$ cat src/rtl/i2c_target_regs.sv
// I2C target with a byte-wide register bank: pointer write, burst write, burst read, no clock stretching.
// Optional I2C_TGT_GLITCH_FILTER_EN adds a 3-sample agreement filter after each input synchronizer.
module i2c_target_regs #(
    parameter logic [6:0] TGT_ADDR = 7'h50,
    parameter int         NUM_REGS = 8,
    localparam int        IDX_W    = $clog2(NUM_REGS)
) (
    input  logic                  clk,
    input  logic                  reset,
    input  logic                  scl_i,
    input  logic                  sda_i,
    output logic                  sda_oe,
    output logic [8*NUM_REGS-1:0] regs_o,
    output logic                  wr_valid,
    output logic [IDX_W-1:0]      wr_idx,
    output logic [7:0]            wr_data,
    output logic                  busy
);

    typedef enum logic [3:0] {
        ST_IDLE, ST_ADDR, ST_ADDR_ACK, ST_PTR, ST_PTR_ACK,
        ST_WRITE, ST_WRITE_ACK, ST_READ, ST_RD_ACK
    } state_t;

    logic             rst_meta_r, rst_r;
    logic [1:0]       scl_sync_r, sda_sync_r;
    logic             scl_s, sda_s, scl_prev_r, sda_prev_r;
    logic             scl_rise_s, scl_fall_s, start_s, stop_s, last_bit_s;
    logic [7:0]       byte_s, rd_byte_s;
    logic [IDX_W-1:0] ptr_inc_s;
    state_t           state_r, state_nxt;
    logic [3:0]       cnt_r, cnt_nxt;
    logic [7:0]       shift_r, shift_nxt;
    logic [IDX_W-1:0] ptr_r, ptr_nxt;
    logic             rw_r, rw_nxt;
    logic             sda_oe_r, sda_oe_nxt, busy_r, busy_nxt;
    logic             wr_valid_r, wr_valid_nxt;
    logic [IDX_W-1:0] wr_idx_r, wr_idx_nxt;
    logic [7:0]       wr_data_r, wr_data_nxt;
    logic             reg_we_s;
    logic [7:0]       regs_r [NUM_REGS];

    // Reset synchronizer: asserts immediately, releases two clocks later
    always_ff @(posedge clk or posedge reset) begin
        if (reset) begin
            rst_meta_r <= 1'b1;
            rst_r      <= 1'b1;
        end else begin
            rst_meta_r <= 1'b0;
            rst_r      <= rst_meta_r;
        end
    end

    // Two-flop synchronizers for the asynchronous bus lines (idle bus is high)
    always_ff @(posedge clk or posedge rst_r) begin
        if (rst_r) begin
            scl_sync_r <= 2'b11;
            sda_sync_r <= 2'b11;
        end else begin
            scl_sync_r <= {scl_sync_r[0], scl_i};
            sda_sync_r <= {sda_sync_r[0], sda_i};
        end
    end

`ifdef I2C_TGT_GLITCH_FILTER_EN
    logic [1:0] scl_hist_r, sda_hist_r;
    logic       scl_filt_r, sda_filt_r;

    function automatic logic agree3(input logic s, input logic [1:0] h, input logic cur);
        if (s & h[0] & h[1]) begin
            return 1'b1;
        end else if (~(s | h[0] | h[1])) begin
            return 1'b0;
        end else begin
            return cur;
        end
    endfunction

    // Filtered line follows only three consecutive agreeing samples
    always_ff @(posedge clk or posedge rst_r) begin
        if (rst_r) begin
            scl_hist_r <= 2'b11;
            sda_hist_r <= 2'b11;
            scl_filt_r <= 1'b1;
            sda_filt_r <= 1'b1;
        end else begin
            scl_hist_r <= {scl_hist_r[0], scl_sync_r[1]};
            sda_hist_r <= {sda_hist_r[0], sda_sync_r[1]};
            scl_filt_r <= agree3(scl_sync_r[1], scl_hist_r, scl_filt_r);
            sda_filt_r <= agree3(sda_sync_r[1], sda_hist_r, sda_filt_r);
        end
    end

    assign scl_s = scl_filt_r;
    assign sda_s = sda_filt_r;
`else
    assign scl_s = scl_sync_r[1];
    assign sda_s = sda_sync_r[1];
`endif

    // Previous line values for edge and START/STOP detection
    always_ff @(posedge clk or posedge rst_r) begin
        if (rst_r) begin
            scl_prev_r <= 1'b1;
            sda_prev_r <= 1'b1;
        end else begin
            scl_prev_r <= scl_s;
            sda_prev_r <= sda_s;
        end
    end

    assign scl_rise_s = scl_s & ~scl_prev_r;
    assign scl_fall_s = ~scl_s & scl_prev_r;
    assign start_s    = scl_s & scl_prev_r & sda_prev_r & ~sda_s;
    assign stop_s     = scl_s & scl_prev_r & ~sda_prev_r & sda_s;
    assign byte_s     = {shift_r[6:0], sda_s};
    assign last_bit_s = (cnt_r == 4'd7);
    assign rd_byte_s  = regs_r[ptr_r];
    assign ptr_inc_s  = ptr_r + IDX_W'(1);

    // Next-state and next-output logic; ACK states use sda_oe_r to tell first from second SCL fall
    always_comb begin
        state_nxt    = state_r;
        cnt_nxt      = cnt_r;
        shift_nxt    = shift_r;
        ptr_nxt      = ptr_r;
        rw_nxt       = rw_r;
        sda_oe_nxt   = sda_oe_r;
        busy_nxt     = busy_r;
        wr_valid_nxt = 1'b0;
        wr_idx_nxt   = wr_idx_r;
        wr_data_nxt  = wr_data_r;
        reg_we_s     = 1'b0;
        if (stop_s) begin
            state_nxt  = ST_IDLE;
            sda_oe_nxt = 1'b0;
            busy_nxt   = 1'b0;
            cnt_nxt    = 4'd0;
        end else if (start_s) begin
            state_nxt  = ST_ADDR;
            sda_oe_nxt = 1'b0;
            busy_nxt   = 1'b0;
            cnt_nxt    = 4'd0;
        end else begin
            case (state_r)
                ST_IDLE: begin
                    sda_oe_nxt = 1'b0;
                end
                ST_ADDR, ST_PTR, ST_WRITE: begin
                    if (scl_rise_s) begin
                        shift_nxt = byte_s;
                        if (last_bit_s) begin
                            cnt_nxt = 4'd0;
                            if (state_r == ST_ADDR) begin
                                rw_nxt = byte_s[0];
                                if (byte_s[7:1] == TGT_ADDR) begin
                                    state_nxt = ST_ADDR_ACK;
                                    busy_nxt  = 1'b1;
                                end else begin
                                    state_nxt = ST_IDLE;
                                end
                            end else if (state_r == ST_PTR) begin
                                ptr_nxt   = byte_s[IDX_W-1:0];
                                state_nxt = ST_PTR_ACK;
                            end else begin
                                reg_we_s     = 1'b1;
                                wr_valid_nxt = 1'b1;
                                wr_idx_nxt   = ptr_r;
                                wr_data_nxt  = byte_s;
                                ptr_nxt      = ptr_inc_s;
                                state_nxt    = ST_WRITE_ACK;
                            end
                        end else begin
                            cnt_nxt = cnt_r + 4'd1;
                        end
                    end else begin
                        shift_nxt = shift_r;
                    end
                end
                ST_ADDR_ACK, ST_PTR_ACK, ST_WRITE_ACK: begin
                    if (scl_fall_s) begin
                        if (!sda_oe_r) begin
                            sda_oe_nxt = 1'b1;
                        end else if ((state_r == ST_ADDR_ACK) && rw_r) begin
                            // End of ACK is also the start of the first read bit
                            state_nxt  = ST_READ;
                            shift_nxt  = {rd_byte_s[6:0], 1'b0};
                            sda_oe_nxt = ~rd_byte_s[7];
                            cnt_nxt    = 4'd1;
                        end else begin
                            state_nxt  = (state_r == ST_ADDR_ACK) ? ST_PTR : ST_WRITE;
                            sda_oe_nxt = 1'b0;
                            cnt_nxt    = 4'd0;
                        end
                    end else begin
                        sda_oe_nxt = sda_oe_r;
                    end
                end
                ST_READ: begin
                    if (scl_fall_s) begin
                        if (cnt_r == 4'd8) begin
                            sda_oe_nxt = 1'b0;
                            ptr_nxt    = ptr_inc_s;
                            state_nxt  = ST_RD_ACK;
                            cnt_nxt    = 4'd0;
                        end else begin
                            sda_oe_nxt = ~shift_r[7];
                            shift_nxt  = {shift_r[6:0], 1'b0};
                            cnt_nxt    = cnt_r + 4'd1;
                        end
                    end else begin
                        sda_oe_nxt = sda_oe_r;
                    end
                end
                ST_RD_ACK: begin
                    if (scl_rise_s) begin
                        if (sda_s) begin
                            state_nxt = ST_IDLE;
                        end else begin
                            state_nxt = ST_READ;
                            shift_nxt = rd_byte_s;
                            cnt_nxt   = 4'd0;
                        end
                    end else begin
                        state_nxt = ST_RD_ACK;
                    end
                end
                default: begin
                    state_nxt  = ST_IDLE;
                    sda_oe_nxt = 1'b0;
                end
            endcase
        end
    end

    // Controller state and registered outputs
    always_ff @(posedge clk or posedge rst_r) begin
        if (rst_r) begin
            state_r    <= ST_IDLE;
            cnt_r      <= 4'd0;
            shift_r    <= 8'h00;
            ptr_r      <= '0;
            rw_r       <= 1'b0;
            sda_oe_r   <= 1'b0;
            busy_r     <= 1'b0;
            wr_valid_r <= 1'b0;
            wr_idx_r   <= '0;
            wr_data_r  <= 8'h00;
        end else begin
            state_r    <= state_nxt;
            cnt_r      <= cnt_nxt;
            shift_r    <= shift_nxt;
            ptr_r      <= ptr_nxt;
            rw_r       <= rw_nxt;
            sda_oe_r   <= sda_oe_nxt;
            busy_r     <= busy_nxt;
            wr_valid_r <= wr_valid_nxt;
            wr_idx_r   <= wr_idx_nxt;
            wr_data_r  <= wr_data_nxt;
        end
    end

    // Register bank, written only by the bus write path
    always_ff @(posedge clk or posedge rst_r) begin
        if (rst_r) begin
            for (int k = 0; k < NUM_REGS; k++) begin
                regs_r[k] <= 8'h00;
            end
        end else if (reg_we_s) begin
            regs_r[ptr_r] <= byte_s;
        end else begin
            regs_r[ptr_r] <= regs_r[ptr_r];
        end
    end

    for (genvar g = 0; g < NUM_REGS; g++) begin : g_flat
        assign regs_o[8*g +: 8] = regs_r[g];
    end

    assign sda_oe   = sda_oe_r;
    assign busy     = busy_r;
    assign wr_valid = wr_valid_r;
    assign wr_idx   = wr_idx_r;
    assign wr_data  = wr_data_r;

endmodule

$ cat config.mk
export PLATFORM = sky130hd
export DESIGN_NAME = i2c_target_regs
export DESIGN_NICKNAME = d
export VERILOG_FILES = /design/src/rtl/i2c_target_regs.sv
export SDC_FILE = /design/constraint.sdc
export NUM_CORES = 1
export LEC_CHECK = 0
export ABC_AREA = 1
export BUFFER_PORTS_ARGS = -buffer_cell sky130_fd_sc_hd__buf_2
export CORE_MARGIN = 2
export CORE_UTILIZATION = 45
export DETAILED_ROUTE_END_ITERATION = 7
export PLACE_DENSITY = 0.63
export REMOVE_ABC_BUFFERS = 1
export SETUP_SLACK_MARGIN = 0.1
export SYNTH_ARGS = -nofsm -noshare
export SYNTH_HDL_FRONTEND = slang
export SYNTH_SLANG_ARGS = --single-unit
export TNS_END_PERCENT = 100
$ cat constraint.sdc
create_clock -name clk -period 3.35 [get_ports clk]
set_input_delay 1.005 -clock clk [delete_from_list [all_inputs] [get_ports clk]]
set_output_delay 1.005 -clock clk [all_outputs]
set_load 0.05 [all_outputs]
==> impl_results.md <==
- Die area: 13600 µm²
- Synth cell types: 36
- Final Setup Violations: 0
- Initial core utilization: 0.455
- Share of power burned in the clock network: 0.172
- Required time of the critical path: 3600 ps
- Antenna-violating nets left: 0
- Inserted Diodes: 0
- Root buffer cell: clkbuf_16
- Gr usage total: 0.248
- Crit start category: flop
- GPL Wtd Cong: 0.934
- Post-Syn Instances: 732
- Initial DRC count: 367
- Die W: 117 µm
- CP endpoint kind: flop
- Depth of the worst register-to-register path: 8
- Via count: 5228
- Outcome: finished clean
- Remaining DRCs: 0
- Top-count cell post-synth: nand2_1
- Final period util: 0.650
- Worst r2r src: cnt_r[0]$_DFFE_PP0P_
- Hold path start: scl_sync_r[0]$_DFF_PP1_
- WHS Path Cells: 0
- CP Class: reg2reg
- Pint: 3.11 mW
- Arr. time, crit path: 2430 ps
- Register area share after synthesis: 0.467
- # IOs: 82
- Max-slew violation count: 0
- Die H: 117 µm
- Maximum clock path buffer count: 2
- Post-CTS resize count: 0
- CTS buffer count: 9
- R2r setup slk: 1170 ps
- Leakage power: 3.48 nW
- CTS sink count: 106
- Max-cap violations: 0
- Share of cells above drive strength 1: 0.205
- Comb pwr share: 0.518
- Seq cells post-synth: 106
- First-pass GRT wire length: 25800 µm
- Sw frac: 0.507
- Max FO, Critical Path: 23
- Core box area: 12500 µm²
- Crit path time final: 2180 ps
- Synth area leader: dfrtp_1
- Skew final: 15.1 ps
- Post-synth EDFFs: 0
- GRT overflow: 0
- # Post-CTS Setup Buffers: 0
- Synth cell count leaders: nand2_1 (180), dfrtp_1 (98), inv_1 (85)
- Cell row count: 41
- PD cells: 964 nW/µm²
- Final nets: 815
- Initial antenna violation count: 0
- Setup TNS: 0 ps
- Layout area overhead: 14.7%
- Post-DR wirelength/cell: 16.1 µm
- Seq pwr share: 0.310
- Hold Crit Class: reg2reg
- Worst-Margin Slew: 996 ps
- YS warnings: 0
- Synth area leaders: dfrtp_1 (43%), nand2_1 (12%), nand3_1 (6.7%)
- Post-DR vias/cell: 5.31
- Hold Buf Count CTS: 0
- Drt pass-1 iters: 5
- CTS tree: built
- P_sw: 3.19 mW
- Peak supply drop: 562 µV
- # port buffers: 81
- RR Endpoint: regs_o[39]$_DFFE_PP0P_
- Post-Route WL: 15900 µm
- Peak Freq: 459 MHz
- Synthesized area per cell: 7.79 µm²
- Post-synth top area share: 0.430
- Hold endpoint: scl_sync_r[1]$_DFF_PP1_
- Synth Cell Area: 5700 µm²
- Final hold slack: 356 ps
- Relative max-transition margin: 0.336
- Fin. Hold Viols: 0
- Pin count of the biggest net entering global routing: 80
- CTS clk-pin slew, worst paths: 70 ps
- FFs w/ async S/R, synth: 1.00
- Worst skew pair latency: 360 ps
- Vias in the first global route: 4933
- Dpl hpwl: 10900 µm
- Ys flop type: dfrtp_1
- RSZ-0062 raised after global routing: no
- CTS H-tree lvls: 3
## layer usage
layer | wire [µm] | GRT usage | up-vias | part of all wire
met4 | 374 | 0.0863 | 0 | 0.024
met2 | 7670 | 0.402 | 163 | 0.48
li1 | - | - | 2518 | -
met1 | 7010 | 0.332 | 2513 | 0.44
met3 | 838 | 0.0545 | 34 | 0.053
met5 | 0 | 0 | - | 0
## final cells by class
type | instances | area (µm²)
fillers | 1268 | 5980
multi-input cells | 514 | 2560
inverters | 89 | 342
clock inverters | 5 | 62.6
clock buffers | 11 | 233
flip-flops and latches | 106 | 2660
well taps | 172 | 215
repair buffers | 88 | 458
## through the flow
stage	instances	setup slack (ps)	area, µm²	total power [mW]	utilization
5_1_grt	985	1000	6540	6.71	0.522
2_1_floorplan	709	292	5570	4.38	-
3_5_place_dp	969	1180	6240	5.23	0.499
3_3_place_gp	969	1160	6240	5.18	0.499
4_1_cts	985	1180	6540	6.33	0.522
6_report	985	1170	6540	6.30	0.522
## registers in the layout (all words and copies together), names as in the netlist
name	count
busy	1
cnt_r	4
ptr_r	3
regs_o	64
rst_meta_r	1
rst_r	1
rw_r	1
scl_prev_r	1
scl_sync_r	2
sda_oe	1
sda_prev_r	1
sda_sync_r	2
shift_r	8
state_r	4
wr_data	8
wr_idx	3
wr_valid	1
## power groups by stage
stage	sequential (mW)	clock (mW)	combinational, mW
floorplan	2.95	0	1.43
global placement	1.97	0	3.21
detailed placement	1.97	0	3.26
CTS	1.95	1.11	3.26
global route	2.01	1.16	3.55
finish	1.95	1.08	3.26
## worst max-delay path by stage
stage                        endpoint  cells past startpoint  slack, ps                  from
5_1_grt        regs_o[39]$_DFFE_PP0P_                      8       1000  cnt_r[0]$_DFFE_PP0P_
6_report       regs_o[39]$_DFFE_PP0P_                      8       1170  cnt_r[0]$_DFFE_PP0P_
2_1_floorplan        busy$_DFFE_PP0P_                      1        290       rst_r$_DFF_PP1_
3_5_place_dp   regs_o[39]$_DFFE_PP0P_                      8       1180  cnt_r[0]$_DFFE_PP0P_
3_3_place_gp   regs_o[35]$_DFFE_PP0P_                      8       1160  cnt_r[0]$_DFFE_PP0P_
4_1_cts        regs_o[39]$_DFFE_PP0P_                      8       1180  cnt_r[0]$_DFFE_PP0P_
## kinds of logic after synthesis
kind of cell	share of synthesized area
AO/OA/AOI/OAI	0.137
XOR/XNOR	0.00461
adder cells (fa/ha/maj)	0.00659
buffers and inverters	0.0830
flip-flops	0.467
other	0.000658
AND/OR/NAND/NOR	0.301
## cell usage in the layout, fill, tap and decap left out, types with 9 or more instances in the layout
cell,netlist,layout
nand2_1,180,180
dfrtp_1,98,98
inv_1,85,84
buf_2,16,81
nor2_1,79,79
nand3_1,76,76
a31oi_1,39,39
o21ai_0,29,29
o21a_1,26,26
nand2_2,17,17
or2_2,17,17
clkbuf_16,0,9
## critical path, stage by stage, from the launching register on
cell	delay, ps
dfrtp_1	410
ha_1	240
nand3_1	220
nor2_1	110
nand2_4	370
clkinv_4	230
nand2_2	230
nand3_1	100
o21a_1	140
No activity file was read; power rests on OpenSTA's default activity.
